## config.mk

```make
export PLATFORM = sky130hd
export DESIGN_NAME = pulse_width_monitor
export DESIGN_NICKNAME = d
export VERILOG_FILES = /design/src/rtl/pulse_width_monitor.sv
export SDC_FILE = /design/constraint.sdc
export NUM_CORES = 1
export LEC_CHECK = 0
export BUFFER_PORTS_ARGS = -buffer_cell sky130_fd_sc_hd__buf_4
export CAP_MARGIN = 30
export CORE_UTILIZATION = 55
export DETAILED_ROUTE_END_ITERATION = 8
export GPL_ROUTABILITY_DRIVEN = 1
export PLACE_DENSITY = 0.78
export SLEW_MARGIN = 15
export SYNTH_ARGS = -nofsm -noshare
export SYNTH_HDL_FRONTEND = slang
export SYNTH_SLANG_ARGS = --single-unit
```

## constraint.sdc

```tcl
create_clock -name clk -period 6.5 [get_ports clk]
set_input_delay 0.65 -clock clk [delete_from_list [all_inputs] [get_ports clk]]
set_output_delay 0.65 -clock clk [all_outputs]
set_load 0.02 [all_outputs]
```

## src/rtl/pulse_width_monitor.sv

```systemverilog
// pulse_width_monitor: measures the start-to-pulse delay and the pulse width in
// clk cycles, and checks each measurement against an expected value within TOL.
module pulse_width_monitor #(
    parameter int unsigned CNT_W          = 16,
    parameter int unsigned EXP_DELAY      = 3,
    parameter int unsigned EXP_WIDTH      = 5,
    parameter int unsigned TOL            = 0,
    parameter int unsigned TIMEOUT_CYCLES = 1000
) (
    input  logic             clk,
    input  logic             reset_n,
    input  logic             start,
    input  logic             pulse_in,
    output logic             busy,
    output logic             meas_valid,
    output logic [CNT_W-1:0] delay_cycles,
    output logic [CNT_W-1:0] width_cycles,
    output logic             delay_ok,
    output logic             width_ok,
    output logic             timeout
);

    localparam logic [CNT_W-1:0] LP_EXP_DELAY = CNT_W'(EXP_DELAY);
    localparam logic [CNT_W-1:0] LP_EXP_WIDTH = CNT_W'(EXP_WIDTH);
    localparam logic [CNT_W-1:0] LP_TIMEOUT   = CNT_W'(TIMEOUT_CYCLES);
    localparam logic [CNT_W:0]   LP_TOL       = (CNT_W+1)'(TOL);

    typedef enum logic [1:0] {
        ST_IDLE      = 2'd0,
        ST_WAIT_RISE = 2'd1,
        ST_HIGH      = 2'd2
    } state_t;

    state_t           r_state;
    logic             r_start_q;
    logic             r_pulse_q;
    logic [CNT_W-1:0] r_cnt;
    logic [CNT_W-1:0] r_delay_meas;
    logic             r_busy;
    logic             r_meas_valid;
    logic [CNT_W-1:0] r_delay_cycles;
    logic [CNT_W-1:0] r_width_cycles;
    logic             r_delay_ok;
    logic             r_width_ok;
    logic             r_timeout;

    logic             w_start_rise;
    logic             w_pulse_rise;
    logic             w_pulse_fall;
    logic [CNT_W-1:0] w_cnt_inc;

    // Edge detection against the previous-cycle samples, plus the counter step.
    always_comb begin
        w_start_rise = start & ~r_start_q;
        w_pulse_rise = pulse_in & ~r_pulse_q;
        w_pulse_fall = ~pulse_in & r_pulse_q;
        w_cnt_inc    = r_cnt + CNT_W'(1);
    end

    // Absolute deviation at CNT_W+1 signed bits so the subtraction cannot wrap.
    function automatic logic f_in_tol(input logic [CNT_W-1:0] i_val,
                                      input logic [CNT_W-1:0] i_exp);
        logic signed [CNT_W:0] w_dev;
        w_dev = $signed({1'b0, i_val}) - $signed({1'b0, i_exp});
        if (w_dev < 0) begin
            w_dev = -w_dev;
        end
        return ($unsigned(w_dev) <= LP_TOL);
    endfunction

    // Measurement FSM: arm on start rise, time the delay, time the width, report.
    always_ff @(posedge clk or negedge reset_n) begin
        if (!reset_n) begin
            r_state        <= ST_IDLE;
            r_start_q      <= 1'b0;
            r_pulse_q      <= 1'b0;
            r_cnt          <= '0;
            r_delay_meas   <= '0;
            r_busy         <= 1'b0;
            r_meas_valid   <= 1'b0;
            r_delay_cycles <= '0;
            r_width_cycles <= '0;
            r_delay_ok     <= 1'b0;
            r_width_ok     <= 1'b0;
            r_timeout      <= 1'b0;
        end else begin
            r_start_q    <= start;
            r_pulse_q    <= pulse_in;
            r_meas_valid <= 1'b0;
            r_timeout    <= 1'b0;
            case (r_state)
                ST_IDLE: begin
                    if (w_start_rise) begin
                        r_cnt  <= '0;
                        r_busy <= 1'b1;
                        if (w_pulse_rise) begin
                            r_delay_meas <= '0;
                            r_state      <= ST_HIGH;
                        end else begin
                            r_state      <= ST_WAIT_RISE;
                        end
                    end
                end
                ST_WAIT_RISE: begin
                    if (w_pulse_rise) begin
                        r_delay_meas <= w_cnt_inc;
                        r_cnt        <= '0;
                        r_state      <= ST_HIGH;
                    end else if (w_cnt_inc == LP_TIMEOUT) begin
                        r_timeout <= 1'b1;
                        r_busy    <= 1'b0;
                        r_state   <= ST_IDLE;
                    end else begin
                        r_cnt <= w_cnt_inc;
                    end
                end
                ST_HIGH: begin
                    if (w_pulse_fall) begin
                        r_delay_cycles <= r_delay_meas;
                        r_width_cycles <= w_cnt_inc;
                        r_delay_ok     <= f_in_tol(r_delay_meas, LP_EXP_DELAY);
                        r_width_ok     <= f_in_tol(w_cnt_inc, LP_EXP_WIDTH);
                        r_meas_valid   <= 1'b1;
                        r_busy         <= 1'b0;
                        r_state        <= ST_IDLE;
                    end else if (w_cnt_inc == LP_TIMEOUT) begin
                        r_timeout <= 1'b1;
                        r_busy    <= 1'b0;
                        r_state   <= ST_IDLE;
                    end else begin
                        r_cnt <= w_cnt_inc;
                    end
                end
                default: begin
                    r_busy  <= 1'b0;
                    r_state <= ST_IDLE;
                end
            endcase
        end
    end

    // Output drive straight from registers.
    always_comb begin
        busy         = r_busy;
        meas_valid   = r_meas_valid;
        delay_cycles = r_delay_cycles;
        width_cycles = r_width_cycles;
        delay_ok     = r_delay_ok;
        width_ok     = r_width_ok;
        timeout      = r_timeout;
    end

endmodule

```

# Yosys cells after proc, flatten, opt, wreduce, memory -nomap -nowiden
# Index checks and enable logic that the tools add are counted.
# word_totals
input_bits	4
latch_bits	0
output_inout_bits	37
mem_count	0
regBits	73
wordCells	74
ramBits	0
romBits	0
# op_classes
n_eq_ne	8
multipliers	0
n_addsub	5
order_cmp	4
shifts	0
reduce_logical	7
muxes	32
n_div	0
bitwise_logic	6
# ops
cell	n
two-way mux 16 bit	7
two-way mux 17 bit	6
case mux 16 bit (3 select lines)	1
less-or-equal comparator 17 x 1 -> 1 bit, second input constant	2
less-than comparator 17 x 1 -> 1 bit, second input constant	2
negation 17 bit	2
case mux 16 bit (2 select lines)	1
subtractor 16 x 2 -> 17 bit, second input constant	1
subtractor 16 x 3 -> 17 bit, second input constant	1
adder 16 x 1 -> 16 bit, second input constant	1
equality test 16 x 10 -> 1 bit, second input constant	1
two-way mux 2 bit	5
!= test 2 bit, second input constant	5
two-way mux 1 bit	9
case mux 2 bit (3 select lines)	1
AND reduction 2 bit	2
AND reduction 4 bit	1
AND 1 bit	3
inverter 1 bit	3
case mux 1 bit (3 select lines)	1
AND reduction 3 bit	1
nonzero test 3 bit	1
equality test 2 x 1 -> 1 bit, second input constant	1
equality test 2 bit, second input constant	1
3 further kinds	3

# Logic depth before layout (Yosys ltp)
# Gate-level depths: netlist of run 1.
# depth
word_depth	7
mapped_depth	11
mapped_depth_nobuf	10

# Worst setup path before layout of run 1
# OpenSTA, ideal clock, no wires.
# synth_path
kind	reg2reg
startpoint	reg r_cnt[0]
endpoint	reg r_width_ok, in the netlist width_ok
path_buffers	1
synth_period_minus_slack_ps	2660
required_time_ps	6413
arrival_time_ps	2573
slack_ps	3840
path_stages_with_launch	12
setup_time_ps	87
path_cell_list	dfrtp_1 > buf_6 > inv_1 > ha_1 > or2b_1 > a21o_1 > a21oi_1 > o21a_2 > mux2i_1 > xnor2_1 > or4_4 > a211oi_2
# synth_via
elab_chain_cells	7
elab_cells_between_ends	8
cone_classes	add/sub (3); order compare (2); mux (3)
# synth_lines
item	line_no	source
from (decl)	37	logic [CNT_W-1:0] r_cnt;
from (signal assigned)	114	r_cnt <= w_cnt_inc;
from (signal assigned)	131	r_cnt <= w_cnt_inc;
adder 16 x 1 -> 16 bit *	57	w_cnt_inc = r_cnt + CNT_W'(1);
net w_cnt_inc[0]	50	logic [CNT_W-1:0] w_cnt_inc;
subtractor 16 x 3 -> 17 bit *	64	w_dev = $signed({1'b0, i_val}) - $signed({1'b0, i_exp});
negation 17 bit or less-than comparator 17 x 1 -> 1 bit (tied branches)	66, 65	
two-way mux 17 bit *	65	if (w_dev < 0) begin
two-way mux 17 bit *	118	if (w_pulse_fall) begin
two-way mux 17 bit *	91	case (r_state)
less-or-equal comparator 17 x 1 -> 1 bit *	68	return ($unsigned(w_dev) <= LP_TOL);
to (signal assigned)	122	r_width_ok <= f_in_tol(w_cnt_inc, LP_EXP_WIDTH);
to (decl)	44	logic r_width_ok;
# Mark *: on every way through the listed nets, which the timed path passes. The rest lies on a longest branch. The select of a mux whose other input is x is not followed.
# A chain may end at the register's enable or synchronous reset.

# Worst setup path after layout of run 1
# layout_path
startpoint	reg r_cnt[0]
endpoint	reg r_width_ok, in the netlist width_ok
# layout_via
elab_chain_cells	7
elab_cells_between_ends	8
cone_classes	add/sub (3); order compare (2); mux (3)
# layout_lines
item	line_no
adder 16 x 1 -> 16 bit *	57
subtractor 16 x 3 -> 17 bit *	64
negation 17 bit or less-than comparator 17 x 1 -> 1 bit (tied branches)	66, 65
two-way mux 17 bit *	65
two-way mux 17 bit *	118
two-way mux 17 bit *	91
less-or-equal comparator 17 x 1 -> 1 bit *	68
# Every way passes the cells marked *; elsewhere a longest branch is shown, timed or not. The select of a mux whose other input is x is not followed.

==> results by group, run 1 <==
Run status
  – Status: finished clean

Worst setup path
  – Reg2Reg Setup Slack: 3.04 ns
  – Worst R2R Path Depth: 9
  – RR Startpoint: r_cnt[0]
  – Required @ worst endpoint: 6.77 ns
  – Worst Setup End Kind: flop
  – CP endpoint: width_ok
  – Reg-to-reg endpoint: width_ok
  – CP Launch Point: r_cnt[0]
  – Worst setup SP type: flop
  – CP Class: flop to flop
  – Worst-path fanout max: 14
  – Data arrival time of the worst path: 3.73 ns

Pwr
  – PD cells: 303 mW/mm²
  – Design Power: 1400 µW
  – Worst vdd ir: 0.136 mV
  – Leak: 0.00216 µW

GRT
  – Gr ovfl total: 0
  – First-pass GRT wire length: 15500 µm
  – Vias in the first global route: 3178
  – Antenna violations before repair: 0
  – Largest net degree at the start of global routing: 74
  – Total Routing Usage GR: 0.270

Timing
  – Clock Skews: 0.0107 ns
  – Slew @ Worst Pin: 1.01 ns
  – Final Hold Fails: 0
  – Fin Setup TNS: 0 ns
  – Max-slew violation count: 0
  – # setup viols final: 0
  – Relative slew slack: 0.324
  – Fmax: 0.289 GHz
  – Final period util: 0.532
  – RSZ-0062 raised after global routing: false
  – Min cycle time layout: 3.46 ns

Detailed routing
  – DRT antenna net count: 0
  – Met2 WL: 4570 µm
  – Iteration count of the initial detailed-routing pass: 5
  – Routed vias: 3433
  – Number of vias per cell: 5.88
  – DR top layer: met4
  – Total Routed Length: 9610 µm
  – Residual DRC: 0
  – Metal3 WL: 698 µm
  – Drt initial violations: 200
  – Wire length on met1: 4050 µm
  – WL/cell: 16.5 µm

Synthesis
  – Ys async rst share: 1.00
  – Sequential area share after synthesis: 0.458
  – Mapped Nets: 462
  – Synth Cell Area: 0.00399 mm²
  – Number of synthesized flops with an enable pin: 0
  – Top FF cell, synth: dfrtp_1
  – Syn. warnings: 0
  – Post-synth cell types: 69
  – Synth Register Bits: 73
  – Gate count after technology mapping: 450
  – Syn_area_per_cell: 8.87 µm²

Floorplanning
  – Chip height: 87.2 µm
  – Die area: 0.00760 mm²
  – Row count: 30
  – Initial core utilization: 0.578
  – Core area: 0.00691 mm²
  – Die width: 87.2 µm
  – IO Count: 41

CTS
  – CTS tree: built
  – CTS Hold Bufs: 0
  – Clock Tree Root: clkbuf_8
  – Maximum buffer depth of the clock tree: 2
  – Clock slew at reported path FFs: 0.08 ns
  – Post_cts resized: 0
  – Post CTS Setup Buffer Count: 0
  – Num CTS Buffers: 9
  – Clock sink count: 73
  – Clk_lat worst skew: 0.36 ns
  – H-Tree Depth: 3

Placed design
  – Post-DP Area: 0.00432 mm²
  – Final Wtd Congestion: 0.943
  – Port-buffer cells: 40
  – Post-DP HPWL: 6690 µm

Job
  – Max Cap Violations: 0

Finish
  – Area delta synth->final: 15.5%
  – Seq. cell area: 0.00183 mm²
  – Post-Layout Inst Area: 0.00461 mm²
  – Share of layout cells above drive strength 1: 0.174
  – # diodes: 0
  – Fin util: 0.668
  – Filler instances: 576
  – Area of the multi-input gates: 0.00200 mm²
  – Final nets: 495

Hold path
  – Worst Hold Class: input pin to asynchronous set/reset pin
## cell type report
class / count / area share
clock buffers: 10 / 0.0277
clock inverters: 6 / 0.0298
inverters: 15 / 0.0122
multi-input cells: 341 / 0.434
flip-flops and latches: 73 / 0.396
well taps: 96 / 0.0260
repair buffers: 43 / 0.0743
## synth_stat cells, drive strengths merged (2+ instances only)
master	count	area share
nor4b	2	0.0044
nor3b	2	0.0038
clkbuf	14	0.013
xnor2	15	0.033
a21oi	13	0.016
ha	8	0.025
nor2	18	0.019
nand3	17	0.026
nor3	12	0.018
and3	3	0.0047
or2	2	0.0031
nor4	8	0.019
mux2i	3	0.0075
nand2	112	0.11
a31oi	4	0.0063
o21ai	59	0.074
buf	7	0.014
o31ai	5	0.0094
nand4	5	0.015
a211oi	2	0.0050
xor2	8	0.018
nand2b	4	0.0063
dfrtp	73	0.46
nor2b	3	0.0047
or4	2	0.0047
o2111ai	2	0.0044
a21o	3	0.0056
inv	14	0.013
and2	4	0.0066
o22ai	2	0.0031
or3	3	0.0050
## sequential cells by signal, summed over array words and instances (netlist names), 2 cells and up
signal / cells
delay_cycles: 16
r_cnt: 16
r_delay_meas: 16
width_cycles: 16
r_state: 2
## where the power goes
part / switching, µW / internal, µW
clock: 185 / 297
combinational: 240 / 138
sequential: 43.8 / 494
total: 469 / 929
## per-layer routing
metal	up-vias	GRT usage
met1	1643	0.341
met3	28	0.0559
met5	-	0
met2	137	0.435
li1	1625	-
met4	0	0.145
## stage by stage
stage | hold slack, ns | cells | setup slack (ns)
5_1_grt | 0.108 | 584 | 2.87
3_5_place_dp | 0.464 | 567 | 3.19
3_3_place_gp | 0.461 | 566 | 3.34
6_report | 0.120 | 584 | 3.04
4_1_cts | 0.395 | 583 | 3.16
2_1_floorplan | 0.354 | 450 | 3.84
## how the worst min path moves through the flow
stage,from,end,slack (ns),depth (start not counted)
detailed placement,delay_cycles[11],delay_cycles[11],0.46,2
finish,reset_n,delay_cycles[13],0.12,1
floorplan,reset_n,busy,0.35,0
global route,reset_n,delay_cycles[13],0.11,1
CTS,start,r_start_q,0.39,1
global placement,delay_cycles[5],delay_cycles[5],0.46,2
## critical path, stage by stage (launching register included)
cell,delay (ns)
dfrtp_1,0.60
ha_1,0.52
nand3_1,0.28
nor4_1,0.36
xnor2_1,0.42
o211a_4,0.32
nand3_2,0.07
xor2_1,0.17
or4_4,0.44
a211oi_2,0.20
## kinds of logic (layout without fill, tap and decap cells)
family | Yosys count | in the layout | synth area share
and+or+nand+nor | 202 | 202 | 0.259
buffers and inverters | 36 | 74 | 0.0414
adders and majority gates | 8 | 8 | 0.0251
AOI/OAI and AO/OA | 104 | 104 | 0.157
DFF | 73 | 73 | 0.458
xor gates and xnor gates | 23 | 23 | 0.0505
muxes | 4 | 4 | 0.0103
## cells in the final DEF, fill, tap and decap left out, types with 9 or more instances in the layout
master,synthesis,routed
nand2_1,110,110
dfrtp_1,73,73
o21ai_0,57,57
buf_4,1,42
nor2_1,17,17
xnor2_1,15,15
inv_1,14,14
nand3_1,13,13
a21oi_1,13,13
nor3_1,10,10
clkbuf_8,0,9
No activity file was read; power rests on OpenSTA's default activity.
==> inputs of run 2 (changes only) <==
- CORE_UTILIZATION: 55 -> 53
- PLACE_DENSITY: 0.78 -> 0.79
- clock period: 6.5 -> 3 ns (I/O delays scaled with it)
==> run 2 against run 1 <==
  * Hold slack lost 0.066 ns
  * Sequential power increased by 120%
  * Critical endpoint unchanged
  * Count of clock-buffer cells in the layout unchanged
  * Cell area grew 1.2%
  * Clock skew is 0.0037 ns lower
  * Via count is the same
  * Sequential share of layout area is 0.48 points lower
  * Core utilization fell by 2.4 points
==> results by group, run 2 (synthesis results as in run 1) <==
CTS
  – Clk_lat worst skew: 0.36 ns
  – Maximum buffer depth of the clock tree: 2
  – H-Tree Depth: 3
  – CTS tree: built
  – CTS Hold Bufs: 0
  – Post_cts resized: 0
  – Num CTS Buffers: 9
  – Clock sink count: 73
  – Clock Tree Root: clkbuf_8
  – Post CTS Setup Buffer Count: 0
  – Clock slew at reported path FFs: 0.08 ns

Run status
  – Status: finished clean

Finish
  – Final nets: 512
  – Most frequent cells in the layout: 110 x nand2_1, 73 x dfrtp_1, 58 x buf_4, 57 x o21ai_0, 17 x nor2_1
  – Area delta synth->final: 16.9%
  – Share of layout cells above drive strength 1: 0.200
  – Seq. cell area: 0.00183 mm²
  – # diodes: 0
  – Area of the multi-input gates: 0.00200 mm²
  – Fin util: 0.644
  – Commonest non-fill, non-tap cell in the layout: nand2_1
  – Filler instances: 601

GRT
  – Total Routing Usage GR: 0.265
  – Antenna violations before repair: 0
  – Gr ovfl total: 0
  – Vias in the first global route: 3209
  – Largest net degree at the start of global routing: 74
  – First-pass GRT wire length: 15700 µm

Pwr
  – Leak: 0.00220 µW
  – Worst vdd ir: 0.313 mV
  – PD cells: 601 mW/mm²

Timing
  – Slew @ Worst Pin: 0.614 ns
  – Fmax: 0.352 GHz
  – Fin Setup TNS: 0 ns
  – # setup viols final: 0
  – Clock Skews: 0.00701 ns
  – Final period util: 0.948
  – Min cycle time layout: 2.84 ns
  – Relative slew slack: 0.588
  – RSZ-0062 raised after global routing: false
  – Hold_ws: 0.0547 ns
  – Setup ws final: 0.156 ns
  – Max-slew violation count: 0
  – Final Hold Fails: 0

Detailed routing
  – WL/cell: 16.2 µm
  – Routed vias: 3433
  – Number of vias per cell: 5.68
  – Iteration count of the initial detailed-routing pass: 5
  – Drt initial violations: 189
  – DRT antenna net count: 0
  – Residual DRC: 0
  – Total Routed Length: 9760 µm

Worst setup path
  – CP peak stage delay: 0.54 ns
  – Worst-path fanout max: 9
  – CP top delay family: compound AO/OA/AOI/OAI gates
  – CP Cell Sequence: inv_1 > ha_1 > or2b_1 > a21o_1 > a21oi_1 > o21a_2 > mux2i_1 > xnor2_1 > or4_4 > a211oi_2
  – Data arrival time of the worst path: 3.11 ns
  – CP bufs+invs: 1
  – Worst setup SP type: flop
  – Worst Setup End Kind: flop
  – CP Class: flop to flop
  – Required @ worst endpoint: 3.27 ns
  – Slowest stage cell, crit path: dfrtp_1

Floorplanning
  – Chip height: 88.8 µm
  – Die width: 88.8 µm
  – Core area: 0.00725 mm²
  – Die area: 0.00788 mm²
  – Row count: 31
  – Initial core utilization: 0.550
  – IO Count: 41

Job
  – Max Cap Violations: 0

Hold path
  – Worst Hold Class: input pin to flop

Placed design
  – Final Wtd Congestion: 0.966
  – Worst slack, placed: 0.176 ns
  – Port-buffer cells: 40
  – Post-DP HPWL: 6960 µm
==> run 2: cell count changes in the layout (fill, tap and decap cells not counted), sizes merged <==
cell         previous run  this run
buf                    43        59
bufinv                  4         1
clkinv                  1         3
clkinvlp                0         2
dlygate4sd3             0         1
inv                    16        15
==> run 2: worst register-to-register path, delay by kind of cell (launching register included) <==
kind / cells / cell delay [ns]
mux: 1 / 0.24
simple gates: 2 / 0.72
fa+ha+maj: 1 / 0.34
flops: 1 / 0.54
xor+xnor: 1 / 0.09
compound gates: 4 / 0.74
buf+inv: 1 / 0.08
==> run 2: final cells by class <==
cell class	instances	area share
inverters	15	0.0121
well taps	99	0.0265
flip-flops and latches	73	0.391
clock buffers	10	0.0273
multi-input cells	341	0.429
clock inverters	6	0.0145
repair buffers	60	0.0997
==> run 2: worst paths after layout <==
check	from	cells after the start	slack, ns	endpoint
setup / recovery	r_cnt[1]	10	0.16	width_ok
hold / removal	start	1	0.05	r_start_q
setup reg to reg	r_cnt[1]	10	0.16	width_ok
hold reg to reg	delay_cycles[14]	2	0.48	delay_cycles[14]
max in group asynchronous	reset_n	3	2.03	r_cnt[0]
min in group asynchronous	reset_n	2	0.41	delay_cycles[13]
==> run 2: per-layer routing <==
metal | wire (µm) | track usage | vias to the layer above
met2 | 4770 | 0.441 | 95
met4 | 279 | 0.132 | 0
met1 | 4310 | 0.337 | 1656
met5 | 0 | 0 | -
li1 | - | - | 1659
met3 | 400 | 0.0392 | 23
==> run 2: power by group <==
group	total [µW]	switching [µW]	internal, µW
clock network	787	400	387
logic	859	554	305
registers	1160	85.9	1070
total	2800	1040	1760
==> run 2: stage by stage <==
stage | area (µm²) | power [µW] | instances
3_5_place_dp | 4440 | 2010 | 586
3_3_place_gp | 4440 | 1980 | 586
6_report | 4670 | 2800 | 604
2_1_floorplan | 3990 | 1760 | 450
5_1_grt | 4670 | 2960 | 604
4_1_cts | 4640 | 2790 | 602
